==> src/rtl/mul_pkg.sv <==
// Shared types and constants for the sequential 16x16 shift-add multiplier.
package mul_pkg;

    localparam int unsigned DW     = 16;
    localparam int unsigned PW     = 2 * DW;
    localparam int unsigned N_ITER = 16;
    localparam int unsigned CW     = $clog2(N_ITER);

    typedef enum logic [1:0] {
        IDLE = 2'd0,
        CALC = 2'd1,
        DONE = 2'd2
    } state_e;

endpackage

==> src/rtl/mul16_seq_if.sv <==
// Start/done handshake bundle between an operand source and mul16_seq.
//   start : request pulse, operands a/b sampled on accept
//   a, b  : unsigned 16-bit operands
//   busy  : high while iterating
//   done  : one-cycle pulse, p valid from this cycle
//   p     : 32-bit product register
interface mul16_seq_if;

    logic                        start;
    logic [mul_pkg::DW-1:0]      a;
    logic [mul_pkg::DW-1:0]      b;
    logic                        busy;
    logic                        done;
    logic [mul_pkg::PW-1:0]      p;

    modport master (output start, a, b, input  busy, done, p);
    modport slave  (input  start, a, b, output busy, done, p);

endinterface

==> src/rtl/add16.sv <==
// 16-bit ripple adder built from four add4 slices.
//   x, y : addends   ci : carry in
//   sum  : 16-bit sum co : carry out of the top slice
module add16 (
    input  logic [15:0] x,
    input  logic [15:0] y,
    input  logic        ci,
    output logic [15:0] sum,
    output logic        co
);

    logic [4:0] c;

    assign c[0] = ci;

    for (genvar i = 0; i < 4; i++) begin : g_slice
        add4 u_add4 (
            .x   (x[4*i +: 4]),
            .y   (y[4*i +: 4]),
            .ci  (c[i]),
            .sum (sum[4*i +: 4]),
            .co  (c[i+1])
        );
    end

    assign co = c[4];

endmodule

==> src/rtl/add4.sv <==
// 4-bit adder slice with carry in/out; chained by add16.
//   x, y : addends   ci : carry in
//   sum  : 4-bit sum co : carry out
module add4 (
    input  logic [3:0] x,
    input  logic [3:0] y,
    input  logic       ci,
    output logic [3:0] sum,
    output logic       co
);

    assign {co, sum} = 5'(x) + 5'(y) + 5'(ci);

endmodule

==> src/rtl/mul16_seq.sv <==
// Sequential unsigned 16x16->32 shift-add multiplier, one partial product
// per clock using a single add16.
//   clk   : rising-edge clock
//   rst_n : asynchronous active-low reset
//   bus   : slave side of mul16_seq_if (start/a/b in, busy/done/p out)
module mul16_seq
    import mul_pkg::*;
(
    input  logic        clk,
    input  logic        rst_n,
    mul16_seq_if.slave  bus
);

    state_e          state_q, state_d;
    logic [DW-1:0]   m_q, m_d;
    logic [DW-1:0]   q_q, q_d;
    logic [DW-1:0]   acc_q, acc_d;
    logic [CW-1:0]   count_q, count_d;
    logic [PW-1:0]   p_q, p_d;
    logic            busy_q, busy_d;
    logic            done_q, done_d;

    logic [DW-1:0]   add_y;
    logic [DW-1:0]   add_sum;
    logic            add_co;
    logic [PW-1:0]   shifted;

    // Partial product is the multiplicand only when the current multiplier bit is set.
    assign add_y = q_q[0] ? m_q : '0;

    add16 u_add (
        .x   (acc_q),
        .y   (add_y),
        .ci  (1'b0),
        .sum (add_sum),
        .co  (add_co)
    );

    // Carry-out lands in the accumulator MSB; the LSB of q is retired.
    assign shifted = {add_co, add_sum, q_q[DW-1:1]};

    // State and datapath registers.
    always_ff @(posedge clk or negedge rst_n) begin
        if (!rst_n) begin
            state_q <= IDLE;
            m_q     <= '0;
            q_q     <= '0;
            acc_q   <= '0;
            count_q <= '0;
            p_q     <= '0;
            busy_q  <= 1'b0;
            done_q  <= 1'b0;
        end else begin
            state_q <= state_d;
            m_q     <= m_d;
            q_q     <= q_d;
            acc_q   <= acc_d;
            count_q <= count_d;
            p_q     <= p_d;
            busy_q  <= busy_d;
            done_q  <= done_d;
        end
    end

    // Next-state and next-output logic.
    always_comb begin
        state_d = state_q;
        m_d     = m_q;
        q_d     = q_q;
        acc_d   = acc_q;
        count_d = count_q;
        p_d     = p_q;
        busy_d  = 1'b0;
        done_d  = 1'b0;

        unique case (state_q)
            IDLE, DONE: begin
                if (bus.start) begin
                    m_d     = bus.a;
                    q_d     = bus.b;
                    acc_d   = '0;
                    count_d = '0;
                    busy_d  = 1'b1;
                    state_d = CALC;
                end else begin
                    state_d = IDLE;
                end
            end
            CALC: begin
                {acc_d, q_d} = shifted;
                count_d      = CW'(count_q + CW'(1));
                if (count_q == CW'(N_ITER - 1)) begin
                    p_d     = shifted;
                    done_d  = 1'b1;
                    state_d = DONE;
                end else begin
                    busy_d  = 1'b1;
                end
            end
            default: begin
                state_d = IDLE;
            end
        endcase
    end

    assign bus.busy = busy_q;
    assign bus.done = done_q;
    assign bus.p    = p_q;

endmodule

==> src/flat_wrapper.sv <==
// flat-port wrapper written by rule: the top's interface ports become plain ports
module mul16_seq_flat import mul_pkg::*;
  (clk, rst_n, bus_start, bus_a, bus_b, bus_busy, bus_done, bus_p);
  mul16_seq_if bus_i ();
  input  logic clk;
  input  logic rst_n;
  input wire logic [$bits(bus_i.start)-1:0] bus_start;
  input wire logic [$bits(bus_i.a)-1:0] bus_a;
  input wire logic [$bits(bus_i.b)-1:0] bus_b;
  output wire logic [$bits(bus_i.busy)-1:0] bus_busy;
  output wire logic [$bits(bus_i.done)-1:0] bus_done;
  output wire logic [$bits(bus_i.p)-1:0] bus_p;
  assign bus_i.start = bus_start;
  assign bus_i.a = bus_a;
  assign bus_i.b = bus_b;
  assign bus_busy = bus_i.busy;
  assign bus_done = bus_i.done;
  assign bus_p = bus_i.p;
  mul16_seq u_core (.clk(clk), .rst_n(rst_n), .bus(bus_i));
endmodule
==> config.mk <==
export PLATFORM = sky130hd
export DESIGN_NAME = mul16_seq_flat
export DESIGN_NICKNAME = d
export VERILOG_FILES = /design/src/rtl/mul_pkg.sv /design/src/rtl/mul16_seq_if.sv /design/src/rtl/add16.sv /design/src/rtl/add4.sv /design/src/rtl/mul16_seq.sv /design/src/flat_wrapper.sv
export SDC_FILE = /design/constraint.sdc
export NUM_CORES = 1
export LEC_CHECK = 0
export CAP_MARGIN = 20
export CORE_MARGIN = 1.5
export CORE_UTILIZATION = 48
export DETAILED_ROUTE_END_ITERATION = 10
export GPL_TIMING_DRIVEN = 1
export PLACE_DENSITY = 0.79
export SYNTH_ARGS = -nofsm -noshare
export SYNTH_HDL_FRONTEND = slang
export SYNTH_SLANG_ARGS = --single-unit
==> constraint.sdc <==
create_clock -name clk -period 4.52 [get_ports clk]
set_input_delay 0.678 -clock clk [delete_from_list [all_inputs] [get_ports clk]]
set_output_delay 0.678 -clock clk [all_outputs]
set_load 0.02 [all_outputs]
Yosys cells after proc, flatten, opt, wreduce, memory -nomap -nowiden
Cells that the tools add are included.
- bits in registers: 88
- latch bits: 0
- memory bits (writable): 0
- ROM bits: 0
- input bits: 35
- output and inout bits: 34
- memories: 0
- add/subtract/negate cells: 8
- multipliers: 0
- divide/modulo/power cells: 0
- $lt $le $gt $ge: 0
- eq/ne operators: 5
- shifts and indexed selects: 0
- mux-type cells: 15
- bitwise logic cells: 0
- reductions and logical operators: 6
- operators by type and width (operator ; count):
    case mux 16 bit (2 select lines) ; 2
    2-to-1 mux 16 bit ; 3
    adder 4 x 4 -> 5 bit ; 4
    adder 5 x 1 -> 5 bit ; 3
    case mux 4 bit (2 select lines) ; 1
    AND reduction 2 bit ; 3
    2-to-1 mux 1 bit ; 5
    adder 4 x 1 -> 4 bit (second input constant) ; 1
    equality test 4 bit (second input constant) ; 1
    2-to-1 mux 4 bit ; 1
    case mux 2 bit (2 select lines) ; 1
    equality test 2 x 1 -> 1 bit (second input constant) ; 1
    equality test 2 bit (second input constant) ; 1
    zero test 2 bit ; 1
    2-to-1 mux 2 bit ; 1
    != test 2 x 1 -> 1 bit (second input constant) ; 1
    != test 2 bit (second input constant) ; 1
    case mux 1 bit (2 select lines) ; 1
    nonzero test 2 bit ; 1
    OR reduction 2 bit ; 1

Depth between registers and ports, before layout
Gate-level depths: netlist of the first run.
- depth in word-level cells: 6
- mapped depth: 27
- mapped depth without buffers: 26

Cells and area by module
A second synthesis of the first run with hierarchy kept.
- cells, all modules: 298
- area, all modules: 4065.1 µm²
- modules (own cells, without submodules) (module ; times used ; cells each ; area each (µm²)):
    mul16_seq ; 1 ; 234 ; 3489.6
    add4 ; 4 ; 16 ; 143.9

Worst setup path before layout of the first run
OpenSTA, ideal clock, no wires.
- path type: reg2reg
- from: reg u_core.q_q[0]
- to: reg u_core.p_q[29] (netlist: u_core.bus.p[29])
- setup time: 0.125 ns
- data arrival time: 4.324 ns
- required time: 4.395 ns
- path slack: 0.071 ns
- stages on the path, launching flop included: 26
- clock period less this slack: 4.449 ns
- path through: dfrtp_1 -> clkbuf_1 -> and2_1 -> ha_1 -> inv_1 -> fa_1 -> nor2b_1 -> o21ai_0 -> nand2b_1 -> fa_1 -> inv_1 -> fa_1 -> nor2b_1 -> o21ai_0 -> nand2b_1 -> fa_1 -> inv_1 -> fa_1 -> nor2b_1 -> o21ai_0 -> nand2b_1 -> fa_1 -> inv_1 -> fa_1 -> xnor2_1 -> mux2_4
- word-level cells in the longest chain between the ends: 5
- elaborated cells on any way between the ends: 8
- those cells by class: 7 x add/sub; 1 x mux
- RTL lines (what ; line ; RTL):
    start, declared ; mul16_seq.sv:16 ; logic [DW-1:0] q_q, q_d;
    start signal, assigned ; mul16_seq.sv:56 ; q_q <= q_d;
    2-to-1 mux 16 bit (*) ; mul16_seq.sv:29 ; assign add_y = q_q[0] ? m_q : '0;
    adder 4 x 4 -> 5 bit ; add4.sv:12 ; assign {co, sum} = 5'(x) + 5'(y) + 5'(ci);
    adder 5 x 1 -> 5 bit (2 in series) ; add4.sv:12 ;
    adder 5 x 1 -> 5 bit (*) ; add4.sv:12 ;
    end signal, assigned ; mul16_seq.sv:59 ; p_q <= p_d;
    end, declared ; mul16_seq.sv:19 ; logic [PW-1:0] p_q, p_d;
Every way passes the cells marked *; elsewhere a longest branch is shown, timed or not.
A chain may end at the register's enable or synchronous reset.

Worst setup path after layout of the first run
- from: reg u_core.q_q[0]
- to: reg u_core.acc_q[15]
- word-level cells in the longest chain between the ends: 6
- elaborated cells on any way between the ends: 9
- those cells by class: 7 x add/sub; 2 x mux
- RTL lines (what ; line ; RTL):
    2-to-1 mux 16 bit (*) ; mul16_seq.sv:29 ;
    adder 4 x 4 -> 5 bit ; add4.sv:12 ;
    adder 5 x 1 -> 5 bit (2 in series) ; add4.sv:12 ;
    adder 5 x 1 -> 5 bit (*) ; add4.sv:12 ;
    case mux 16 bit (2 select lines) (*) ; mul16_seq.sv:76 ; unique case (state_q)
    end signal, assigned ; mul16_seq.sv:48 ; acc_q <= '0;
    end signal, assigned ; mul16_seq.sv:57 ; acc_q <= acc_d;
    end, declared ; mul16_seq.sv:17 ; logic [DW-1:0] acc_q, acc_d;
Marked as above.

==> metrics.yaml, run 1 <==
min_period_ps: 4452
comb_power_share: 0.470
synth.area.top_cells: "dfrtp_1 54%, nand2_1 14%, ha_1 4.3%"
grt_max_degree: 89
layout-drive-gt1-share: 0.1087
path_clk_slew_ps: 90
path_class: "reg2reg"
p_int_w: 0.002234
area_delta_synth_final_pct: 23.88
grt_pass1_vias: 2891
netlist.area_leader.share: 0.5424
register_area_um2: 2202
fillers: 687
wl_met1_um: 3716
drc: 0
first_pass_iters: 4
slew_headroom: 0.4306
finalCritPeriodShare: 0.9849
tritoncts: "done"
pwr-share-clk: 0.145
post_synth_num_cell_types: 31
routed-wl-met2_um: 4336
h-tree-depth: 3
p_sw_frac: 0.3861
timing.hold.ws_ps: 220.5
max_cap_violations: 0
synth_warnings: 0
die_w_um: 94.97
die_height_um: 94.97
grt_overflow: 0
wl_per_cell_um: 14.74
fmax_mhz: 224.6
antenna_found_initial: 0
cp-end-kind: "flip-flop"
syn-cell-area_um2: 4060
cts_inserted_buffers: 9
antenna_cells: 0
skew_ps: 13.10
cts.sinks: 88
cp_max_fo: 4
grt_first_pass_wirelength_um: 13540
dp_hpwl_um: 5430
synth_fp_nets: 455
yosysSeqAreaShare: 0.5424
root_buffer: "clkbuf_8"
irDropWorstVdd_uv: 356.8
coreArea_um2: 8217
outcome: "complete, no violations"
fp-row-count: 33
wirelength_um: 8458
cp-start-kind: "flip-flop"
syn-mean-instance-area_um2: 10.18
num_io_pins: 69
num_vias: 2937
cts_hold_buf: 0
p_leak_nw: 2.487
wl_met3_um: 293
cp.arrival_ps: 4740
synthCells: 399
drtIter0Drc: 115
hold_class: "in2async"
power.density_nw_per_um2: 723.3
nets: 521
top_layer: "met4"
pwr-share-seq: 0.386
synth_area_leader_cell: "dfrtp_1"
final_antenna_net_count: 0
portBuffers: 68
cp.required_ps: 4810
start_util: 0.4941
synth_seq_cells: 88
vias_per_cell: 5.117
power.switching_w: 0.001405
post-place-ws_ps: -89.84
clock_latency_ps: 360
finalSetupViolCount: 0
timing.final.ws_setup_ps: 68.25
worstMarginPinSlew_ps: 852.0
ctsLongestPathBuffers: 2
routabilityCongestion: 0.7656
rsz0062_at_grt: "true"
multi_input_area_um2: 1693
grt_usage: 0.1995
hold_violations: 0
dieArea_um2: 9019
drv_slew: 0
==> cells in the mapped netlist (all sizes together) <==
| library cell | number |
|---|---|
| a21o | 5 |
| a21oi | 5 |
| a22o | 12 |
| a22oi | 16 |
| a31oi | 1 |
| and2 | 12 |
| and3 | 1 |
| buf | 17 |
| clkbuf | 4 |
| dfrtp | 88 |
| fa | 7 |
| ha | 14 |
| inv | 15 |
| mux2 | 8 |
| nand2 | 152 |
| nand2b | 5 |
| nand3 | 1 |
| nand4 | 1 |
| nor2 | 3 |
| nor2b | 6 |
| o21ai | 18 |
| xnor2 | 8 |
==> power by group through the flow <==
stage	registers [W]	logic, W	clock network, W
2_1_floorplan	0.00151	0.000973	0
3_3_place_gp	0.00139	0.00157	0
3_5_place_dp	0.00141	0.00163	0
4_1_cts	0.00140	0.00166	0.000537
5_1_grt	0.00145	0.00190	0.000568
6_report	0.00140	0.00171	0.000526
==> cell type report <==
| class | count | area share |
|---|---|---|
| inverter | 15 | 0.01169 |
| tap | 105 | 0.02612 |
| clock inverter | 5 | 0.01169 |
| sequential | 88 | 0.4378 |
| multi-input combinational | 275 | 0.3366 |
| clock buffer | 10 | 0.02537 |
| timing repair buffer | 76 | 0.1507 |
==> registers in the layout (all words and copies together) (netlist names) <==
name             count
u_core.acc_q        16
u_core.bus.busy      1
u_core.bus.done      1
u_core.bus.p        32
u_core.count_q       4
u_core.m_q          16
u_core.q_q          16
u_core.state_q       2
==> worst max-delay path: stages, from the launching register on <==
cell and delay [ps]:
dfrtp_1 400, and2_4 170, ha_4 130, inv_2 30, fa_2 340, nor2b_1 150, o21ai_1 80, nand2b_1 90
fa_2 210, inv_2 40, fa_2 340, nor2b_1 120, o21ai_1 70, nand2b_1 110, fa_2 220, inv_2 40
fa_2 350, nor2b_2 170, o21ai_1 80, nand2b_1 90, fa_2 220, inv_2 50, fa_2 410, nor2b_1 130
o21ai_1 90, a21oi_1 150, a21o_1 100
==> stage by stage <==
step	util	total power, W	cells	TNS (ps)	area, um2
floorplan	-	0.002485	399	0	4060
global placement	0.5764	0.002965	553	0	4736
detailed placement	0.5764	0.003038	553	-172.3	4736
finish	0.6122	0.003638	574	0	5030
CTS	0.6009	0.003591	569	0	4937
global route	0.6122	0.003914	574	-283.0	5030
==> kinds of logic (layout without fill, tap and decap cells) <==
family                     after synthesis  in the layout  synth area share
and+or+nand+nor                        181            181            0.1886
DFF                                     88             88            0.5424
muxes                                    8              8           0.02774
buffers and inverters                   36            106           0.05177
xor gates and xnor gates                 8              8           0.01726
AOI/OAI and AO/OA                       57             57           0.09461
adders and majority gates               21             21           0.07766
==> timing repair <==
action                     4_1_cts  5_1_grt
pin swaps                        0        2
buffers inserted                 1        4
resized for setup                5       15
setup endpoints to repair        5        8
==> placed cells by master (no fill, tap or decap), types with 5 or more instances in the layout <==
cell and count:
fa_2 7, nand2_1 151, clkbuf_8 9, buf_4 8, nand2b_1 5, o21ai_0 12, a21oi_1 5, mux2_4 6
inv_1 10, xnor2_1 7, ha_1 13, o21ai_1 6, a22oi_1 16, dfrtp_1 88, a22o_1 12, clkdlybuf4s50_1 67
a21o_1 5, and2_1 11
==> path summary, 6_finish.rpt <==
check	cells after the start	from	endpoint	slack (ps)
max	26	u_core.q_q[0]$_DFFE_PN0P_	u_core.acc_q[15]$_DFFE_PN0P_	70
min	1	rst_n	u_core.bus.busy$_DFF_PN0_	220
max reg2reg	26	u_core.q_q[0]$_DFFE_PN0P_	u_core.acc_q[15]$_DFFE_PN0P_	70
min reg2reg	2	u_core.m_q[10]$_DFFE_PN0P_	u_core.m_q[10]$_DFFE_PN0P_	470
max in group asynchronous	2	rst_n	u_core.bus.p[17]$_DFFE_PN0P_	3690
min in group clk	2	u_core.m_q[10]$_DFFE_PN0P_	u_core.m_q[10]$_DFFE_PN0P_	470
==> metal layers <==
| metal | track usage | vias up |
|---|---|---|
| met2 | 0.3298 | 63 |
| met3 | 0.03865 | 8 |
| met5 | 0 | - |
| met1 | 0.2575 | 1448 |
| met4 | 0.08085 | 0 |
| li1 | - | 1418 |
Note: power is estimated with default switching activity, not from simulation.
==> run 2, diff against run 1 <==
--- a/config.mk
+++ b/config.mk
@@ -6,8 +6,10 @@
 export NUM_CORES = 1
 export LEC_CHECK = 0
 export CAP_MARGIN = 20
+export CELL_PAD_IN_SITES_DETAIL_PLACEMENT = 0
+export CELL_PAD_IN_SITES_GLOBAL_PLACEMENT = 1
 export CORE_MARGIN = 1.5
-export CORE_UTILIZATION = 48
+export CORE_UTILIZATION = 37
 export DETAILED_ROUTE_END_ITERATION = 10
 export GPL_TIMING_DRIVEN = 1
 export PLACE_DENSITY = 0.79
==> run 2 against run 1 <==
Effect of this change: die area is 29% higher; utilization is 15 points lower; first-iteration DRC count is 4.3% higher; register-to-register slack better by 180 ps; setup slack better by 180 ps; cell count is 5.6% higher; sequential share of layout area is 0.50 points higher; combinational power is 3% lower; power is 3.8% lower; worst hold slack better by 110 ps; clock power is 13% lower; critical endpoint unchanged; largest cell class unchanged.
==> metrics.yaml, run 2 (same netlist as run 1, synthesis figures left out) <==
outcome: "complete, no violations"
cp.arrival_ps: 4520  # -220 ps
final_area_um2: 4974  # -1.1%
wirelength_um: 8647  # +2.2%
coreArea_um2: 10750  # +31%
die_w_um: 107.8  # +13%
vias_per_cell: 4.779  # -6.6%
cp-start-kind: "flip-flop"
clock_latency_ps: 360  # about the same
grt_usage: 0.1574  # -0.04213
final_antenna_net_count: 0  # unchanged
pwr-share-clk: 0.131  # -0.014
fp-row-count: 38  # +15%
cts_inserted_buffers: 9  # unchanged
busiest_layer: "met2"
power.switching_w: 0.001360  # -3.2%
rsz0062_at_grt: "false"
gr-usage-met1: 0.2071  # -0.05042
startpoint: "u_core.q_q[0]$_DFFE_PN0P_"
cp_num_buf_inv: 4  # unchanged
dp_hpwl_um: 5595  # +3.0%
setup_tns_ps: 0  # unchanged
start_util: 0.3779  # -0.1163
area_delta_synth_final_pct: 22.50
ctsLongestPathBuffers: 2  # unchanged
cp_max_fo: 4  # unchanged
max_cap_violations: 0  # unchanged
antenna_found_initial: 0  # unchanged
path_class: "reg2reg"
die_height_um: 107.8  # +13%
first_pass_iters: 4  # unchanged
drc: 0  # unchanged
cts.sinks: 88  # unchanged
h-tree-depth: 3  # unchanged
drv_slew: 0  # unchanged
worstMarginPinSlew_ps: 863.2  # +11.15 ps
tritoncts: "done"
cp-end-kind: "flip-flop"
fmax_mhz: 233.9  # +4.1%
dieArea_um2: 11610  # +29%
irDropWorstVdd_uv: 226.4  # -37%
routabilityCongestion: 0.8284  # +8.2%
reg2reg_from: "u_core.q_q[0]$_DFFE_PN0P_"
final_common_cell: "nand2_1"
layout-drive-gt1-share: 0.08584  # -0.02291
comb_power_share: 0.474  # +0.004
grt_overflow: 0  # unchanged
slowest_delay_ps: 410  # about the same
num_io_pins: 69  # unchanged
critPathMostFrequentCell: "fa_2"
root_buffer: "clkbuf_8"
path_clk_slew_ps: 80  # about the same
path_delay_family: "adder cells"
grt_first_pass_wirelength_um: 13840  # +2.2%
power.density_nw_per_um2: 703.5  # -2.7%
hold_violations: 0  # unchanged
grt_max_degree: 49  # -45%
nets: 518  # -0.58%
crit_path_top_delay_cell: "dfrtp_1"
wl_per_cell_um: 14.27  # -3.2%
num_vias: 2896  # -1.4%
portBuffers: 68  # unchanged
slew_headroom: 0.4232  # -0.007452
drtIter0Drc: 120  # +4.3%
p_sw_frac: 0.3887  # +0.002627
detailed_place.area_um2: 4795  # +1.2%
met2_usage: 0.2552  # -0.07453
grt_use_met3: 0.01877  # -0.01988
pwr-share-seq: 0.396  # +0.010
antenna_cells: 0  # unchanged
p_int_w: 0.002139  # -4.2%
finalCritPeriodShare: 0.9457  # -0.03921
skew_ps: 7.154  # -5.947 ps
cp.required_ps: 4770  # -40 ps
largest_register_ffs: 32  # unchanged
finalSetupViolCount: 0  # unchanged
min_period_ps: 4275  # -177.2 ps
grt_pass1_vias: 2875  # -0.55%
layout_common_cells: "151 x nand2_1, 88 x dfrtp_1, 67 x clkdlybuf4s50_1, 16 x a22oi_1"
hold_class: "in2async"
p_leak_nw: 2.455  # -1.3%
run 2: what timing repair did:
action | 4_1_cts | 5_1_grt
cloned | 0 | 0
endpoints found under the setup margin | 1 | 8
resized for setup | 1 | 9
hold buffers | 0 | 0
pin swaps | 0 | 1
setup buffers | 0 | 1
run 2: stage by stage:
stage / cells / utilization / power [W] / worst slack [ps] / hold slack (ps)
finish: 606 / 0.4629 / 0.003499 / 245.5 / 334.6
global route: 606 / 0.4629 / 0.003793 / 8.999 / 368.1
CTS: 605 / 0.4604 / 0.003521 / 44.65 / 346.7
detailed placement: 590 / 0.4462 / 0.003047 / 27.32 / 459.1
global placement: 590 / 0.4462 / 0.003008 / 126.4 / 453.0
floorplan: 399 / - / 0.002485 / 70.97 / 382.4
run 2: layout make-up:
cell class	count	area (um2)
Fill cell	1021	5772
Clock buffer	10	127.6
Tap cell	140	175.2
Inverter	15	58.81
Sequential cell	88	2202
Clock inverter	5	25.02
Multi-Input combinational cell	275	1669
Timing Repair Buffer	73	715.7
run 2: power groups by stage:
stage               registers, W  clock network (W)  logic (W)
floorplan                0.00151                  0   0.000973
global placement         0.00139                  0    0.00162
detailed placement       0.00140                  0    0.00165
CTS                      0.00139           0.000472    0.00166
global route             0.00143           0.000511    0.00185
finish                   0.00138           0.000457    0.00166
run 2: worst paths after layout:
check,end,slack (ps),cells past startpoint
worst max-delay path,u_core.acc_q[15]$_DFFE_PN0P_,250,26
worst min-delay path,u_core.bus.p[10]$_DFFE_PN0P_,330,1
worst max register to register,u_core.acc_q[15]$_DFFE_PN0P_,250,26
worst min register to register,u_core.bus.p[19]$_DFFE_PN0P_,470,2
max in group asynchronous,u_core.q_q[2]$_DFFE_PN0P_,3210,2
min in group clk,u_core.bus.p[19]$_DFFE_PN0P_,470,2
run 2: per-layer routing:
layer / share of wire / wire [um] / up-vias
met3: 0.031 / 272 / 8
met5: 0 / 0 / -
met4: 0.017 / 150 / 0
met2: 0.49 / 4236 / 59
met1: 0.46 / 3988 / 1416
li1: - / - / 1413
==> run 3, diff against run 2 <==
--- a/config.mk
+++ b/config.mk
@@ -12,7 +12,8 @@
 export CORE_UTILIZATION = 37
 export DETAILED_ROUTE_END_ITERATION = 10
 export GPL_TIMING_DRIVEN = 1
-export PLACE_DENSITY = 0.79
+export MAX_ROUTING_LAYER = met4
+export PLACE_DENSITY_LB_ADDON = 0.1
 export SYNTH_ARGS = -nofsm -noshare
 export SYNTH_HDL_FRONTEND = slang
 export SYNTH_SLANG_ARGS = --single-unit
==> run 3 against run 2 <==
Effect of this change: fmax shrank 1.7%; utilization grew 1.1 points; critical path type unchanged; critical endpoint is now u_core.bus.p[31]$_DFFE_PN0P_; clock-buffer cell count grew 2; cell count grew 0.66%; clock power grew 33%; global-route usage grew 2.0 points; wire length grew 4.3%; clock skew grew 5.6 ps; cell area grew 2.4%; combinational power grew 2%.
==> metrics.yaml, run 3 (same netlist as run 1, synthesis figures left out) <==
drc: 0  # unchanged
root_buffer: "clkbuf_8"
num_vias: 2916  # +0.69%
cp.required_ps: 4810  # +40 ps
min_period_ps: 4348  # +73.27 ps
skew_ps: 12.73  # +5.572 ps
r2r_slack_ps: 170  # -70 ps
final_antenna_net_count: 0  # unchanged
instances_no_fill: 610  # +0.66%
p_leak_nw: 2.499  # +1.8%
final_common_cell: "nand2_1"
wl_per_cell_um: 14.78  # +3.6%
coreArea_um2: 10750  # unchanged
cts_inserted_buffers: 9  # unchanged
max_cap_violations: 0  # unchanged
first_pass_iters: 4  # unchanged
fp-row-count: 38  # unchanged
startpoint: "u_core.q_q[0]$_DFFE_PN0P_"
crit_path_top_delay_cell: "dfrtp_1"
post-place-ws_ps: -14.49  # -41.81 ps
hold_class: "in2async"
critPathMostFrequentCell: "fa_2"
timing.hold.ws_ps: 353.9  # +19.32 ps
finalSetupViolCount: 0  # unchanged
largest_register_ffs: 32  # unchanged
grt_pass1_vias: 3021  # +5.1%
grt_first_pass_wirelength_um: 15170  # +9.6%
grt_overflow: 0  # unchanged
routabilityCongestion: 0.8183  # -1.2%
layout-drive-gt1-share: 0.1085  # +0.02267
portBuffers: 68  # unchanged
timing.rr.end: "u_core.bus.p[31]$_DFFE_PN0P_"
finalCritPeriodShare: 0.9619  # +0.01621
irDropWorstVdd_uv: 294.1  # +30%
timing.final.ws_setup_ps: 172.2  # -73.27 ps
path_clk_slew_ps: 90  # about the same
die_w_um: 107.8  # unchanged
slew_headroom: 0.4084  # -0.01478
antenna_found_initial: 0  # unchanged
grt_max_degree: 54  # +10%
slowest_delay_ps: 390  # -20 ps
power.density_nw_per_um2: 724.7  # +3.0%
reg2reg_from: "u_core.q_q[0]$_DFFE_PN0P_"
worstMarginPinSlew_ps: 885.3  # +22.12 ps
cts_hold_buf: 0  # unchanged
cp-end-kind: "flip-flop"
drtIter0Drc: 101  # -16%
drv_slew: 0  # unchanged
num_io_pins: 69  # unchanged
hold_violations: 0  # unchanged
fmax_mhz: 230.0  # -1.7%
dp_hpwl_um: 5665  # +1.2%
wirelength_um: 9016  # +4.3%
start_util: 0.3779  # unchanged
cp-start-kind: "flip-flop"
area_delta_synth_final_pct: 25.49
cp_max_fo: 4  # unchanged
worstRegToRegCells: 26  # unchanged
dp.cells: 590  # unchanged
path_class: "reg2reg"
dieArea_um2: 11610  # unchanged
layout_common_cells: "151 x nand2_1, 88 x dfrtp_1, 67 x clkdlybuf4s50_1, 16 x a22oi_1, 13 x ha_1"
nets: 522  # +0.77%
cp.arrival_ps: 4640  # +120 ps
tritoncts: "done"
p_total_w: 0.003692  # +5.5%
h-tree-depth: 3  # unchanged
setup_tns_ps: 0  # unchanged
rsz0062_at_grt: "true"
outcome: "complete, no violations"
clock_latency_ps: 360  # about the same
ctsLongestPathBuffers: 2  # unchanged
antenna_cells: 0  # unchanged
die_height_um: 107.8  # unchanged
vias_per_cell: 4.780  # about the same
grt_usage: 0.1773  # +0.01988
cts.sinks: 88  # unchanged
-- run 3: cell count changes in the layout (fill, tap and decap cells not counted), sizes merged --
cell	before	now
buf	6	10
clkbuf	10	12
clkinv	5	1
bufinv	0	2
-- run 3: metal layers --
layer	routed length, um	vias up	global-route usage
li1	-	1419	-
met1	4447	1436	0.2346
met2	4096	50	0.2725
met3	298	11	0.02663
met4	173	0	0.07613
met5	0	-	-
-- run 3: critical path: cells and delay by family (launching register included) --
kind	cells	cell delay (ps)
adders and majority gates	8	2190
and+or+nand+nor	8	930
AOI/OAI and AO/OA	5	460
DFF	1	390
buffers and inverters	5	310
-- run 3: timing repair --
item / 4_1_cts / 5_1_grt
buffers inserted: 0 / 5
pin swaps: 0 / 1
cloned: 0 / 0
setup endpoints to repair: 1 / 8
gates resized for setup: 1 / 19
-- run 3: worst max path at each step --
stage	to	slack [ps]	depth (start not counted)
final	u_core.bus.p[31]$_DFFE_PN0P_	170	26
after global routing	u_core.bus.p[31]$_DFFE_PN0P_	-80	26
after CTS	u_core.acc_q[15]$_DFFE_PN0P_	20	26
after detailed placement	u_core.acc_q[15]$_DFFE_PN0P_	-10	26
after global placement	u_core.acc_q[15]$_DFFE_PN0P_	80	26
after floorplan	u_core.bus.p[29]$_DFFE_PN0P_	70	25
-- run 3: area by class of cell --
type | instances | area (um2)
clock buffer | 12 | 155.1
sequential | 88 | 2202
multi-input combinational | 275 | 1689
timing repair buffer | 77 | 749.5
tap | 140 | 175.2
clock inverter | 3 | 65.06
fill | 1060 | 5650
inverter | 15 | 58.81
-- run 3: per-stage QoR --
stage / instance area [um2] / util
after floorplan: 4060 / -
after global placement: 4795 / 0.4462
after detailed placement: 4795 / 0.4462
after CTS: 5015 / 0.4667
after global routing: 5095 / 0.4742
final: 5095 / 0.4742
-- run 3: power by group --
part	total (W)	internal (W)	switching, W
logic	0.00170	0.000817	0.000884
registers	0.00138	0.00116	0.000223
clock network	0.000610	0.000338	0.000272
total	0.00369	0.00231	0.00138
